File: config.mk
export PLATFORM = sky130hd
export DESIGN_NAME = mem_port_arbiter
export DESIGN_NICKNAME = d
export VERILOG_FILES = /design/src/rtl/mem_port_arbiter.sv
export SDC_FILE = /design/constraint.sdc
export NUM_CORES = 1
export LEC_CHECK = 0
export BUFFER_PORTS_ARGS = -buffer_cell sky130_fd_sc_hd__buf_2
export CORE_MARGIN = 4
export CORE_UTILIZATION = 49
export DETAILED_ROUTE_END_ITERATION = 7
export GPL_ROUTABILITY_DRIVEN = 1
export GPL_TIMING_DRIVEN = 0
export PLACE_DENSITY_LB_ADDON = 0.1
export SLEW_MARGIN = 40
export SYNTH_ARGS = -nofsm -noshare
export SYNTH_HDL_FRONTEND = slang
export SYNTH_SLANG_ARGS = --single-unit
export TNS_END_PERCENT = 100
File: constraint.sdc
create_clock -name clk -period 3.4 [get_ports clk]
set_clock_uncertainty 0.15 [all_clocks]
set_input_delay 0.34 -clock clk [delete_from_list [all_inputs] [get_ports clk]]
set_output_delay 0.34 -clock clk [all_outputs]
set_load 0.02 [all_outputs]
File: src/rtl/mem_port_arbiter.sv
// Arbitrates one single-port memory between instruction fetch and the load/store path.
// Data requests have priority, and a streak limit keeps fetch from starving.
module mem_port_arbiter #(
  parameter int ADDR_W     = 32,
  parameter int DATA_W     = 32,
  parameter int MAX_STREAK = 4,
  parameter int TIMEOUT    = 255
) (
  input  logic              clk,
  input  logic              rst_n,
  input  logic              if_req,
  input  logic [ADDR_W-1:0] if_addr,
  output logic              if_ack,
  output logic [DATA_W-1:0] if_rdata,
  input  logic              d_read,
  input  logic              d_write,
  input  logic [ADDR_W-1:0] d_addr,
  input  logic [DATA_W-1:0] d_wdata,
  output logic              d_ack,
  output logic [DATA_W-1:0] d_rdata,
  output logic              err,
  output logic              mem_req,
  output logic              mem_we,
  output logic [ADDR_W-1:0] mem_addr,
  output logic [DATA_W-1:0] mem_wdata,
  input  logic              mem_ack,
  input  logic [DATA_W-1:0] mem_rdata,
  output logic              busy
);

  localparam int TMR_W    = (TIMEOUT > 1) ? $clog2(TIMEOUT + 1) : 1;
  localparam int TMR_LAST = (TIMEOUT > 0) ? TIMEOUT - 1 : 0;
  localparam bit TMO_EN   = (TIMEOUT > 0);

  typedef enum logic [1:0] {
    ST_IDLE = 2'b00,
    ST_BUSY = 2'b01,
    ST_DONE = 2'b10
  } state_t;

  state_t             state_r, state_s;
  logic [3:0]         streak_r, streak_s;
  logic [TMR_W-1:0]   timer_r, timer_s;
  logic               owner_fetch_r, owner_fetch_s;
  logic               mem_req_r, mem_req_s;
  logic               mem_we_r, mem_we_s;
  logic [ADDR_W-1:0]  mem_addr_r, mem_addr_s;
  logic [DATA_W-1:0]  mem_wdata_r, mem_wdata_s;
  logic               if_ack_r, if_ack_s;
  logic               d_ack_r, d_ack_s;
  logic [DATA_W-1:0]  if_rdata_r, if_rdata_s;
  logic [DATA_W-1:0]  d_rdata_r, d_rdata_s;
  logic               err_r, err_s;
  logic               busy_r, busy_s;
  logic               data_req_s;
  logic               fetch_win_s;
  logic               timed_out_s;
  logic [DATA_W-1:0]  done_rdata_s;

  assign data_req_s  = d_read | d_write;
  // Fetch only overtakes a pending data request once the streak limit is hit.
  assign fetch_win_s = if_req & (~data_req_s | (streak_r == 4'(MAX_STREAK)));
  assign timed_out_s = TMO_EN & (timer_r == TMR_W'(TMR_LAST));
  assign done_rdata_s = mem_we_r ? {DATA_W{1'b0}} : mem_rdata;

  // Next-state and next-output computation for the access sequencer.
  always_comb begin
    state_s       = state_r;
    streak_s      = streak_r;
    timer_s       = timer_r;
    owner_fetch_s = owner_fetch_r;
    mem_req_s     = mem_req_r;
    mem_we_s      = mem_we_r;
    mem_addr_s    = mem_addr_r;
    mem_wdata_s   = mem_wdata_r;
    if_ack_s      = 1'b0;
    d_ack_s       = 1'b0;
    if_rdata_s    = if_rdata_r;
    d_rdata_s     = d_rdata_r;
    err_s         = 1'b0;
    case (state_r)
      ST_IDLE: begin
        if (fetch_win_s) begin
          state_s       = ST_BUSY;
          owner_fetch_s = 1'b1;
          mem_req_s     = 1'b1;
          mem_we_s      = 1'b0;
          mem_addr_s    = if_addr;
          streak_s      = 4'd0;
          timer_s       = {TMR_W{1'b0}};
        end else if (data_req_s) begin
          state_s       = ST_BUSY;
          owner_fetch_s = 1'b0;
          mem_req_s     = 1'b1;
          mem_we_s      = d_write;
          mem_addr_s    = d_addr;
          mem_wdata_s   = d_wdata;
          timer_s       = {TMR_W{1'b0}};
          if (if_req && (streak_r < 4'(MAX_STREAK))) begin
            streak_s = streak_r + 4'd1;
          end else if (if_req) begin
            streak_s = streak_r;
          end else begin
            streak_s = 4'd0;
          end
        end else begin
          state_s = ST_IDLE;
        end
      end
      ST_BUSY: begin
        if (mem_ack || timed_out_s) begin
          state_s   = ST_DONE;
          mem_req_s = 1'b0;
          err_s     = ~mem_ack;
          // A timed-out access returns zero data regardless of direction.
          if (owner_fetch_r) begin
            if_ack_s   = 1'b1;
            if_rdata_s = mem_ack ? done_rdata_s : {DATA_W{1'b0}};
          end else begin
            d_ack_s   = 1'b1;
            d_rdata_s = mem_ack ? done_rdata_s : {DATA_W{1'b0}};
          end
        end else begin
          timer_s = timer_r + TMR_W'(1);
        end
      end
      ST_DONE: begin
        state_s = ST_IDLE;
        timer_s = {TMR_W{1'b0}};
      end
      default: begin
        state_s   = ST_IDLE;
        mem_req_s = 1'b0;
        timer_s   = {TMR_W{1'b0}};
      end
    endcase
    busy_s = (state_s != ST_IDLE);
  end

  // State and output registers with synchronous active-low reset.
  always_ff @(posedge clk) begin
    if (!rst_n) begin
      state_r       <= ST_IDLE;
      streak_r      <= 4'd0;
      timer_r       <= {TMR_W{1'b0}};
      owner_fetch_r <= 1'b0;
      mem_req_r     <= 1'b0;
      mem_we_r      <= 1'b0;
      mem_addr_r    <= {ADDR_W{1'b0}};
      mem_wdata_r   <= {DATA_W{1'b0}};
      if_ack_r      <= 1'b0;
      d_ack_r       <= 1'b0;
      if_rdata_r    <= {DATA_W{1'b0}};
      d_rdata_r     <= {DATA_W{1'b0}};
      err_r         <= 1'b0;
      busy_r        <= 1'b0;
    end else begin
      state_r       <= state_s;
      streak_r      <= streak_s;
      timer_r       <= timer_s;
      owner_fetch_r <= owner_fetch_s;
      mem_req_r     <= mem_req_s;
      mem_we_r      <= mem_we_s;
      mem_addr_r    <= mem_addr_s;
      mem_wdata_r   <= mem_wdata_s;
      if_ack_r      <= if_ack_s;
      d_ack_r       <= d_ack_s;
      if_rdata_r    <= if_rdata_s;
      d_rdata_r     <= d_rdata_s;
      err_r         <= err_s;
      busy_r        <= busy_s;
    end
  end

  assign if_ack    = if_ack_r;
  assign d_ack     = d_ack_r;
  assign if_rdata  = if_rdata_r;
  assign d_rdata   = d_rdata_r;
  assign err       = err_r;
  assign mem_req   = mem_req_r;
  assign mem_we    = mem_we_r;
  assign mem_addr  = mem_addr_r;
  assign mem_wdata = mem_wdata_r;
  assign busy      = busy_r;

endmodule

# After elaboration in Yosys (flattened, before gate mapping)
# Cells that the tools add are included.
[word_totals] reg_bits=149 romBits=0 n_memories=0 mem_bits_rw=0 out_inout_bits=134 latchBits=0 elab_cells=72 in_bits=134
[classes] n_mux=26 multipliers=0 order_cmp=1 n_shift=0 n_eq_ne=8 n_div=0 bitwise=8 n_addsub=2 n_reduce_logical=13
[ops] op="32-bit two-way mux" n=4
[ops] op="8-bit two-way mux" n=3
[ops] op="3-bit AND reduction" n=6
[ops] op="4-bit two-way mux" n=4
[ops] op="8-bit one-hot mux with 2 select lines" n=1
[ops] op="1-bit two-way mux" n=11
[ops] op="8-bit by 1-bit adder with 8-bit output, second input constant" n=1
[ops] op="8-bit == test, second input constant" n=1
[ops] op="1-bit inverter" n=5
[ops] op="4-bit by 1-bit adder with 4-bit output, second input constant" n=1
[ops] op="4-bit by 3-bit == test with 1-bit output, second input constant" n=1
[ops] op="4-bit by 3-bit < comparator with 1-bit output, second input constant" n=1
[ops] op="2-bit inequality test, second input constant" n=2
[ops] op="2-bit one-hot mux with 2 select lines" n=1
[ops] op="2-bit AND reduction" n=2
[ops] op="2-bit nonzero test" n=2
[ops] op="3-bit by 1-bit inequality test with 1-bit output, second input constant" n=1
[ops] op="3-bit inequality test, second input constant" n=1
[ops] op="1-bit one-hot mux with 3 select lines" n=1
[ops] op="2-bit by 1-bit == test with 1-bit output, second input constant" n=1
[ops] op="2-bit == test, second input constant" n=1
[ops] op="2-bit zero test" n=1
[ops] op="2-bit two-way mux" n=1
[ops] op="1-bit OR" n=2
[ops] op="3 further kinds" n=3

# Longest topological paths before layout
# Gate-level depths: netlist (run 1).
[depth] word_depth=7 depth_mapped=8 mapped_depth_nobuf=6

# Worst setup path after synthesis (run 1)
# Ideal clock, no wire load.
[synth_path] path_type="reg-to-reg" start="register timer_r[0]" end="register d_rdata_r[10], in the netlist d_rdata[10]" path_buffers=1 path_slack_ns=1.722 arrival_time_ns=1.408 path_stages_with_launch=8 required_time_ns=3.130 period_less_slack_ns=1.678 setup_time_ns=0.120 cell_sequence="dfxtp_1 -> inv_1 -> ha_1 -> nand3_1 -> o21ba_1 -> o31a_4 -> buf_6 -> o2bb2ai_1"
[synth_between] elab_chain_cells=3
[synth_lines] item="from (decl)" line_no="43" rtl="logic [TMR_W-1:0] timer_r, timer_s;"
[synth_lines] item="from (signal assigned)" line_no="145" rtl="timer_r <= {TMR_W{1'b0}};"
[synth_lines] item="from (signal assigned)" line_no="160" rtl="timer_r <= timer_s;"
[synth_lines] item="8-bit == test" line_no="63" rtl="assign timed_out_s = TMO_EN & (timer_r == TMR_W'(TMR_LAST));"
[synth_lines] item="1-bit logical OR" line_no="111" rtl="if (mem_ack || timed_out_s) begin"
[synth_lines] item="3-bit AND reduction (no source line)"
[synth_lines] item="to (signal assigned)" line_no="154" rtl="d_rdata_r <= {DATA_W{1'b0}};"
[synth_lines] item="to (signal assigned)" line_no="169" rtl="d_rdata_r <= d_rdata_s;"
[synth_lines] item="to (decl)" line_no="52" rtl="logic [DATA_W-1:0] d_rdata_r, d_rdata_s;"
# No other way between the ends.
# A chain may end at the register's enable or synchronous reset.

# Final worst setup path (run 1)
[layout_path] start="register timer_r[0]" end="register if_rdata_r[27], in the netlist if_rdata[27]"
[layout_between] elab_chain_cells=3
[layout_lines] item="8-bit == test" line_no="63"
[layout_lines] item="1-bit logical OR" line_no="111"
[layout_lines] item="3-bit AND reduction (no source line)"
[layout_lines] item="to (signal assigned)" line_no="153" rtl="if_rdata_r <= {DATA_W{1'b0}};"
[layout_lines] item="to (signal assigned)" line_no="168" rtl="if_rdata_r <= if_rdata_s;"
[layout_lines] item="to (decl)" line_no="51" rtl="logic [DATA_W-1:0] if_rdata_r, if_rdata_s;"
# No other way between the ends.

==> flow_metrics.py, run 1 <==
metrics = {
    "synth": {
        "syn-num-nets": 755,
        "yosys-top-cells-area": "dfxtp_1 (54%), o2bb2ai_1 (9.7%), a21oi_1 (9.3%)",
        "yosysTopAreaCell": "dfxtp_1",
        "postSynthAreaPerCell_um2": 8.949,
        "synthesis.instances": 617,
        "synth.most_common_cell": "dfxtp_1",
        "synthesized_cell_area_mm2": 0.005522,
        "ys_async_sr_fraction_pct": 0,
        "ys_warn_count": 0,
        "synth-edff-count": 0,
        "synth_flop_cell": "dfxtp_1",
        "post_synth_most_frequent_cells": "dfxtp_1 (149), nand2_1 (136), a21oi_1 (103), o2bb2ai_1 (61), o21ai_0 (36)",
        "synth_largest_type_area_fraction_pct": 54.02,
        "synth_seq_area_share_pct": 54.02,
        "synthDistinctLibCells": 43,
        "ys_seq_elements": 149,
    },
    "layout": {
        "num-fill-cells": 874,
        "antenna_cells_inserted": 0,
        "final_layout_size_suffix_gt1_share_pct": 35.67,
        "synthToLayoutAreaGrowth_pct": 37.32,
        "multi_input_comb_area_mm2": 0.002286,
        "layout_nets": 1040,
        "seq_area_mm2": 0.002983,
    },
    "sta": {
        "max_clk_rate_mhz": 459.7,
        "slew_headroom_pct": 54.23,
        "fin_hold_ws_ns": 0.01549,
        "worst-slew-pin-transition_ns": 0.6769,
        "report.final.setup_viol": 0,
        "report.final.hold_viol_count": 0,
        "rsz0062_at_grt": "false",
        "final-max-slew-violation-count": 0,
        "timing.setup.tns_ns": 0,
        "period_share_pct": 63.99,
        "post-route-min-period_ns": 2.176,
    },
    "pwr": {
        "internal_power_mw": 3.102,
        "p_seq_share_pct": 44.1,
        "totalPowerFinal_mw": 4.318,
        "power.switching_mw": 1.216,
        "power.share.switching_pct": 28.16,
        "comb_power_share_pct": 15.3,
        "power.ir.vdd_worst_uv": 304.8,
        "powerDensity_mw_per_mm2": 569.5,
        "power_leakage_nw": 3.595,
        "clockPowerShare_pct": 40.6,
    },
    "worst_setup_path": {
        "regToRegStartpoint": "timer_r[0]",
        "cpPeakStageDelay_ns": 0.53,
        "crit_path_cell_trace": "inv_1 -> ha_1 -> nand3_1 -> o21bai_1 -> a31oi_1 -> buf_2 -> o2bb2ai_1",
        "critical_path_arrival_ns": 2.36,
        "critPathKind": "reg -> reg",
        "worst-path-buf-inv": 2,
        "worst_ep_required_time_ns": 3.59,
        "critical_path.endpoint_type": "flop",
        "slowest_stage_cell_crit_path": "a31oi_1",
        "cp_max_fo": 10,
        "critPathTopFamily": "compound AO/OA/AOI/OAI gates",
        "crit_path_start_kind": "flop",
        "worst_setup_path_startpoint": "timer_r[0]",
    },
    "clock_network": {
        "cts_post_setup_buffers_inserted": 0,
        "clock_root_cell": "clkbuf_16",
        "hold_buffers": 0,
        "tritoncts_num_sinks": 149,
        "clk_pin_slew_worst_paths_ns": 0.06,
        "cts.htree.levels": 4,
        "worstSkewPairLatency_ns": 0.41,
        "cts_tree": "done",
        "cts_buffer_depth": 2,
        "cts_made_buffers": 17,
        "cts_resized": 0,
    },
    "global_route": {
        "grt_antenna_before_repair": 0,
        "number_of_global_route_vias_before_repair": 5429,
        "aggregate_global_route_resource_usage_pct": 24.19,
        "globalRoute.totalOverflow": 0,
        "largest_net_degree_at_the_start_of_global_routing": 17,
        "grt_first_pass_wirelength_um": 25540,
    },
    "routing": {
        "dr.pass1.iters": 5,
        "met1_length_um": 6501,
        "routed_met2_length_um": 8193,
        "routed_wirelength_um": 16230,
        "antenna_violating_nets_post_route": 0,
        "number_of_remaining_drc_errors": 0,
        "routed.top_layer": "met4",
        "routedWlPerCell_um": 15.40,
        "via_count": 5555,
        "met3_wirelength_um": 1343,
        "vias_per_cell": 5.270,
        "initialDrtViolationCount": 335,
    },
    "worst_hold_path": {
        "min_delay_path_class": "in -> reg",
        "min_from": "d_wdata[30]",
    },
    "floorplan": {
        "die_height_um": 114.2,
        "design.die.area_mm2": 0.01303,
        "start_util_pct": 50.49,
        "num_rows": 38,
        "core_region_area_mm2": 0.01094,
        "io_pins": 268,
        "die_width_um": 114.2,
    },
    "placed_design": {
        "port-buffer-count": 266,
        "place.gp.congestion": 0.8419,
        "dp.final_hpwl_um": 12210,
    },
    "job": {
        "cap_violations": 0,
    },
    "outcome": {
        "outcome": "complete, no violations",
    },
}
[metrics by stage]
stage,worst slack (ns),std cells,area [um2],utilization [%]
2_1_floorplan,1.722,617,5522,-
3_3_place_gp,1.291,1023,7028,64.27
3_5_place_dp,1.255,1023,7028,64.27
4_1_cts,1.213,1054,7582,69.34
5_1_grt,1.164,1054,7582,69.34
6_report,1.224,1054,7582,69.34
[cell families after synthesis]
family	count (synthesis)	synth area share, %
flops	149	54.02
buf+inv	54	4.577
simple gates	176	13.26
compound gates	234	27.24
fa+ha+maj	4	0.9064
[registers in the layout, summed over array words and instances (netlist names), 2 cells and up]
| register | cells |
|---|---|
| mem_addr | 32 |
| timer_r | 8 |
| if_rdata | 32 |
| streak_r | 4 |
| state_r | 2 |
| d_rdata | 32 |
| mem_wdata | 32 |
[worst register-to-register path, cell delays in order (launching register included)]
cell and delay (ns):
dfxtp_1 0.41, inv_1 0.07, ha_1 0.20, nand3_1 0.12, o21bai_1 0.14, a31oi_1 0.53
buf_2 0.34, o2bb2ai_1 0.14
[cell usage in the layout (no fill, tap or decap), types with 2 or more instances in the layout]
| master | count |
|---|---|
| o21a_1 | 2 |
| dfxtp_1 | 149 |
| inv_6 | 3 |
| o31ai_1 | 2 |
| o21ai_0 | 36 |
| nand2_1 | 136 |
| inv_1 | 7 |
| a31oi_1 | 3 |
| o2bb2ai_2 | 3 |
| clkbuf_16 | 17 |
| buf_2 | 285 |
| o211ai_1 | 3 |
| o21ai_1 | 9 |
| clkinv_2 | 2 |
| clkinvlp_4 | 2 |
| nor2b_1 | 3 |
| and3_1 | 3 |
| o21bai_1 | 2 |
| nor2_1 | 13 |
| a21oi_1 | 103 |
| buf_6 | 3 |
| o2bb2ai_1 | 61 |
| clkbuf_1 | 24 |
| nand3_1 | 7 |
| nand4_1 | 4 |
| nor3_1 | 2 |
| ha_1 | 4 |
| clkinv_4 | 5 |
[power by group through the flow]
stage                     Clock [mW]  Combinational, mW  Sequential (mW)
after floorplan                    0              0.273             2.06
after global placement             0              0.645             1.94
after detailed placement           0              0.663             1.94
after CTS                       1.78              0.665             1.90
after global routing            1.86              0.727             1.92
final                           1.75              0.660             1.91
[final cells by class]
| class | instances | area share (%) |
|---|---|---|
| multi-input cells | 414 | 30.15 |
| clock inverters | 13 | 1.650 |
| clock buffers | 18 | 5.660 |
| flip-flops and latches | 149 | 39.34 |
| well taps | 140 | 2.310 |
| inverters | 7 | 0.3465 |
| plain buffers | 47 | 2.987 |
| repair buffers | 266 | 17.56 |
[final timing paths]
check             endpoint  cells past startpoint  slack [ns]
max           if_rdata[27]                      7        1.22
min          mem_wdata[30]                      3        0.02
max reg2reg   if_rdata[27]                      7        1.22
min reg2reg  mem_wdata[28]                      2        0.30
[routing by layer]
layer / up-vias / GRT usage, %
li1: 2748 / -
met1: 2576 / 28.15
met2: 215 / 43.09
met3: 16 / 6.977
met4: 0 / 7.126
met5: - / 0
No activity file was read; power rests on OpenSTA's default activity.
==> inputs of run 2 (changes only) <==
--- a/config.mk
+++ b/config.mk
@@ -7,7 +7,7 @@
 export LEC_CHECK = 0
 export BUFFER_PORTS_ARGS = -buffer_cell sky130_fd_sc_hd__buf_2
 export CORE_MARGIN = 4
-export CORE_UTILIZATION = 49
+export CORE_UTILIZATION = 46
 export DETAILED_ROUTE_END_ITERATION = 7
 export GPL_ROUTABILITY_DRIVEN = 1
 export GPL_TIMING_DRIVEN = 0
==> constraint.sdc (replaced) <==
create_clock -name clk -period 2.2 [get_ports clk]
set_clock_uncertainty 0.15 [all_clocks]
set_input_delay 0.22 -clock clk [delete_from_list [all_inputs] [get_ports clk]]
set_output_delay 0.22 -clock clk [all_outputs]
set_load 0.02 [all_outputs]
==> flow_metrics.py, run 2 (same netlist as run 1, synthesis figures left out) <==
metrics = {
    "outcome": {
        "outcome": "complete, no violations",
    },
    "global_route": {
        "grt_antenna_before_repair": 0,
        "grt_first_pass_wirelength_um": 31840,
        "number_of_global_route_vias_before_repair": 6470,
        "grtUsageMet3_pct": 9.707,
        "top_usage_layer": "met2",
        "grt.met1_usage_pct": 31.97,
        "globalRoute.totalOverflow": 0,
        "global_route.usage.met2_pct": 46.57,
        "largest_net_degree_at_the_start_of_global_routing": 17,
        "aggregate_global_route_resource_usage_pct": 27.84,
    },
    "worst_setup_path": {
        "regToRegStartpoint": "streak_r[0]",
        "cpPeakStageDelay_ns": 0.41,
        "cp_max_fo": 10,
        "crit_path_start_kind": "flop",
        "critical_path.endpoint_type": "flop",
        "timing.reg2reg.worst_path_depth": 7,
        "worst_setup_path_startpoint": "streak_r[0]",
        "slowest_stage_cell_crit_path": "clkbuf_1",
        "crit_path_cell_trace": "inv_1 -> ha_1 -> and3b_1 -> o21a_1 -> clkbuf_1 -> a21oi_1 -> a21oi_1",
        "r2r_setup_slack_ns": 0.19,
        "crit_top_cell": "a21oi_1",
        "critical_path_arrival_ns": 2.20,
        "critPathKind": "reg -> reg",
        "cp-endpoint": "mem_addr[28]",
        "worst_ep_required_time_ns": 2.39,
        "rr_endpoint": "mem_addr[28]",
    },
    "sta": {
        "timing.setup.tns_ns": 0,
        "final-max-slew-violation-count": 0,
        "post-route-min-period_ns": 2.014,
        "period_share_pct": 91.56,
        "slew_headroom_pct": 62.74,
        "fin_hold_ws_ns": 0.03139,
        "worst-slew-pin-transition_ns": 0.5511,
        "report.final.hold_viol_count": 0,
        "max_clk_rate_mhz": 496.5,
        "rsz0062_at_grt": "false",
        "report.final.setup_viol": 0,
    },
    "pwr": {
        "clockPowerShare_pct": 39.1,
        "comb_power_share_pct": 18.0,
        "power.ir.vdd_worst_uv": 445.8,
        "internal_power_mw": 5.013,
        "power_leakage_nw": 4.145,
        "power.switching_mw": 1.874,
        "powerDensity_mw_per_mm2": 773.7,
        "p_seq_share_pct": 42.9,
        "power.share.switching_pct": 27.21,
    },
    "routing": {
        "dr.pass1.iters": 5,
        "antenna_violating_nets_post_route": 0,
        "routed_wirelength_um": 19500,
        "routedWlPerCell_um": 16.44,
        "via_count": 6332,
        "initialDrtViolationCount": 443,
        "number_of_remaining_drc_errors": 0,
        "vias_per_cell": 5.339,
    },
    "layout": {
        "layout_nets": 1169,
        "final_layout_size_suffix_gt1_share_pct": 31.54,
        "synthToLayoutAreaGrowth_pct": 61.21,
        "mostFrequentLayoutCell": "buf_2",
        "antenna_cells_inserted": 0,
        "most-common-layout-cells": "buf_2 (285), dfxtp_1 (149), nand2_1 (136), dlygate4sd3_1 (129), a21oi_1 (103)",
    },
    "floorplan": {
        "die_height_um": 117.6,
        "num_rows": 39,
        "design.die.area_mm2": 0.01382,
        "die_width_um": 117.6,
        "core_region_area_mm2": 0.01156,
        "start_util_pct": 47.74,
        "io_pins": 268,
    },
    "clock_network": {
        "tritoncts_num_sinks": 149,
        "clock_root_cell": "clkbuf_16",
        "cts_buffer_depth": 2,
        "clk_pin_slew_worst_paths_ns": 0.06,
        "cts_post_setup_buffers_inserted": 0,
        "cts.htree.levels": 4,
        "cts_tree": "done",
        "cts_made_buffers": 17,
        "worstSkewPairLatency_ns": 0.41,
    },
    "placed_design": {
        "place.gp.congestion": 0.8511,
        "port-buffer-count": 266,
        "dp.final_hpwl_um": 12220,
    },
    "job": {
        "cap_violations": 0,
    },
    "worst_hold_path": {
        "min_delay_path_class": "in -> reg",
    },
}
-- run 2: cell count changes in the layout (fill, tap and decap cells not counted), moves of 3 or more --
cell,previous run,this run
dlygate4sd3_1,0,129
clkinv_4,5,1
clkbuf_8,0,3
clkinv_2,2,5
inv_6,3,0
-- run 2: area by class of cell --
cell class / instances / area, um2
flip-flops and latches: 149 / 2983
fillers: 806 / 2664
repair buffers: 395 / 2623
multi-input cells: 414 / 2310
clock buffers: 22 / 474.2
plain buffers: 47 / 227.7
well taps: 143 / 178.9
clock inverters: 9 / 78.83
inverters: 7 / 26.28
-- run 2: worst max-delay path: cells and delay by family (launching register included) --
kind                     cells  cell delay [ns]
buffers and inverters        2             0.49
flip-flops                   1             0.33
adder cells (fa/ha/maj)      1             0.18
AND/OR/NAND/NOR              1             0.22
AO/OA/AOI/OAI                3             0.57
-- run 2: repair_timing --
action,CTS,global route
hold buffers,129,0
gates resized for setup,0,6
setup endpoints to repair,0,37
hold endpoints to repair,129,0
-- run 2: worst min path at each step --
stage | cells past startpoint | startpoint | to
floorplan | 2 | d_addr[0] | mem_addr[0]
global placement | 2 | mem_wdata[28] | mem_wdata[28]
detailed placement | 1 | if_rdata[5] | if_rdata[5]
CTS | 3 | rst_n | timer_r[2]
global route | 3 | rst_n | timer_r[2]
finish | 3 | rst_n | timer_r[2]
-- run 2: through the flow --
step	utilization (%)	power, mW	instances	setup slack (ns)	cell area [um2]
floorplan	-	3.610	617	0.5219	5522
CTS	76.75	6.891	1186	0.01571	8876
detailed placement	60.80	4.023	1026	0.05411	7032
global route	76.97	7.167	1186	0.02522	8901
global placement	60.80	3.996	1026	0.09593	7032
finish	76.97	6.887	1186	0.1858	8901
-- run 2: routing by layer --
layer,vias up,wire length [um]
met2,307,9414
met1,2951,7757
li1,3010,-
met4,0,748
met3,64,1581
met5,-,0
-- run 2: power groups by stage --
| stage | logic (mW) | clock network (mW) | registers [mW] |
|---|---|---|---|
| 6_report | 1.24 | 2.69 | 2.95 |
| 5_1_grt | 1.35 | 2.85 | 2.97 |
| 4_1_cts | 1.21 | 2.74 | 2.95 |
| 3_5_place_dp | 1.02 | 0 | 3.00 |
| 3_3_place_gp | 1.00 | 0 | 2.99 |
| 2_1_floorplan | 0.422 | 0 | 3.19 |
==> inputs of run 3 (changes only) <==
--- a/config.mk
+++ b/config.mk
@@ -7,7 +7,7 @@
 export LEC_CHECK = 0
 export BUFFER_PORTS_ARGS = -buffer_cell sky130_fd_sc_hd__buf_2
 export CORE_MARGIN = 4
-export CORE_UTILIZATION = 46
+export CORE_UTILIZATION = 41
 export DETAILED_ROUTE_END_ITERATION = 7
 export GPL_ROUTABILITY_DRIVEN = 1
 export GPL_TIMING_DRIVEN = 0
==> constraint.sdc (replaced) <==
create_clock -name clk -period 1.8 [get_ports clk]
set_clock_uncertainty 0.15 [all_clocks]
set_input_delay 0.18 -clock clk [delete_from_list [all_inputs] [get_ports clk]]
set_output_delay 0.18 -clock clk [all_outputs]
set_load 0.02 [all_outputs]
==> flow_metrics.py, run 3 (same netlist as run 1, synthesis figures left out) <==
metrics = {
    "sta": {
        "report.final.hold_viol_count": 0,
        "report.final.setup_viol": 1,
        "final-max-slew-violation-count": 0,
        "worst-slew-pin-transition_ns": 0.7202,
        "post-route-min-period_ns": 1.807,
        "period_share_pct": 100.4,
        "rsz0062_at_grt": "true",
        "post-route-worst-setup-slack_ns": -0.007126,
        "slew_headroom_pct": 51.31,
        "max_clk_rate_mhz": 553.4,
    },
    "routing": {
        "vias_per_cell": 5.130,
        "routed_wirelength_um": 19620,
        "number_of_remaining_drc_errors": 0,
        "dr.pass1.iters": 5,
        "antenna_violating_nets_post_route": 0,
        "initialDrtViolationCount": 341,
        "routedWlPerCell_um": 15.99,
        "via_count": 6294,
    },
    "clock_network": {
        "clock_root_cell": "clkbuf_16",
        "tritoncts_num_sinks": 149,
        "cts_made_buffers": 17,
        "clk_pin_slew_worst_paths_ns": 0.06,
        "cts_buffer_depth": 2,
        "cts.htree.levels": 4,
        "worstSkewPairLatency_ns": 0.41,
        "cts_tree": "done",
    },
    "placed_design": {
        "dp.final_hpwl_um": 12740,
        "post-place-cells": 1059,
        "placedInstanceArea_mm2": 0.007073,
        "port-buffer-count": 266,
        "place.gp.congestion": 0.8234,
        "dp_slack_ns": -0.3903,
    },
    "pwr": {
        "clockPowerShare_pct": 40.9,
        "totalPowerFinal_mw": 8.824,
        "p_seq_share_pct": 40.9,
        "power.ir.vdd_worst_uv": 643.8,
        "power.share.switching_pct": 26.87,
        "power.switching_mw": 2.371,
        "power_leakage_nw": 4.296,
        "comb_power_share_pct": 18.2,
        "powerDensity_mw_per_mm2": 943.6,
        "internal_power_mw": 6.453,
    },
    "floorplan": {
        "num_rows": 42,
        "io_pins": 268,
        "core_region_area_mm2": 0.01319,
        "design.die.area_mm2": 0.01539,
        "start_util_pct": 41.86,
        "die_width_um": 124.1,
        "die_height_um": 124.1,
    },
    "global_route": {
        "grt.met1_usage_pct": 28.75,
        "globalRoute.totalOverflow": 0,
        "aggregate_global_route_resource_usage_pct": 24.51,
        "grtUsageMet3_pct": 6.812,
        "grt_first_pass_wirelength_um": 30250,
        "number_of_global_route_vias_before_repair": 6431,
        "global_route.usage.met2_pct": 41.49,
        "grt_antenna_before_repair": 1,
        "largest_net_degree_at_the_start_of_global_routing": 17,
        "top_usage_layer": "met2",
    },
    "worst_setup_path": {
        "critPathKind": "reg -> reg",
        "worst_setup_path_startpoint": "streak_r[0]",
        "cp_max_fo": 10,
        "crit_path_start_kind": "flop",
        "critical_path.endpoint_type": "flop",
        "critical_path_arrival_ns": 1.95,
        "worst_ep_required_time_ns": 1.94,
        "regToRegStartpoint": "streak_r[0]",
    },
    "outcome": {
        "failed_checks": "negative setup slack",
        "outcome": "finished, violations left",
    },
    "layout": {
        "final_layout_size_suffix_gt1_share_pct": 35.90,
        "final_cell_count_no_fill": 1227,
        "most-common-layout-cells": "buf_2 (275), dfxtp_1 (142), nand2_1 (136), dlygate4sd3_1 (129), a21oi_1 (97)",
        "final_core_utilization_pct": 70.90,
        "synthToLayoutAreaGrowth_pct": 69.36,
        "finalInstanceArea_mm2": 0.009351,
        "mostFrequentLayoutCell": "buf_2",
        "layout_nets": 1176,
    },
    "worst_hold_path": {
        "min_delay_path_class": "in -> reg",
        "min_from": "rst_n",
    },
    "job": {
        "cap_violations": 0,
    },
}
==> run 3: cell count changes in the layout (fill, tap and decap cells not counted), sizes merged <==
cell      delta
clkinv       -3
clkinvlp     +2
clkbuf       -1
diode        +1
bufinv       +2
inv          +1
buf          +6
==> run 3: power groups by stage <==
stage | clock, mW | sequential (mW) | combinational [mW]
final | 3.61 | 3.61 | 1.60
after floorplan | 0 | 3.90 | 0.516
after CTS | 3.68 | 3.60 | 1.50
after global routing | 3.81 | 3.63 | 1.74
after detailed placement | 0 | 3.67 | 1.26
after global placement | 0 | 3.66 | 1.23
==> run 3: worst paths after layout <==
kind	to	slack (ns)	cells past startpoint
setup / recovery	mem_addr[20]	-0.007	7
hold / removal	timer_r[2]	0.08	4
setup reg to reg	mem_addr[20]	-0.007	7
hold reg to reg	mem_wdata[31]	0.30	2
==> run 3: area by class of cell <==
type	count	area [um2]
Inverter	7	28.78
Clock buffer	20	456.7
Multi-Input combinational cell	414	2464
Buffer	46	316.6
Tap cell	176	220.2
Timing Repair Buffer	403	2718
Antenna cell	1	2.502
Fill cell	1011	3839
Clock inverter	11	151.4
Sequential cell	149	2994
==> run 3: repair_timing <==
item	CTS	global route
gates cloned	0	2
setup endpoints to repair	117	122
endpoints found under the hold margin	129	0
setup buffers	0	6
pin swaps	1	7
hold buffers	129	0
resized for setup	36	54
==> run 3: critical path, stage by stage, from the launching register on <==
cell      delay [ns]
dfxtp_2         0.34
inv_1           0.09
ha_4            0.18
and3b_2         0.24
o21a_4          0.23
clkbuf_8        0.17
a21oi_1         0.19
a21oi_1         0.10
==> run 3: per-stage QoR <==
stage | setup TNS [ns] | hold slack [ns]
6_report | -0.007126 | 0.08292
3_5_place_dp | -17.89 | 0.2779
4_1_cts | 0 | 0.01026
5_1_grt | -0.4897 | 0.08589
2_1_floorplan | 0 | 0.1637
3_3_place_gp | -14.06 | 0.2713
==> run 3: metal layers <==
| metal | wire [um] | share of wire, % |
|---|---|---|
| met1 | 7935 | 40 |
| met2 | 9605 | 49 |
| met3 | 1406 | 7.2 |
| met4 | 674 | 3.4 |
| met5 | 0 | 0 |
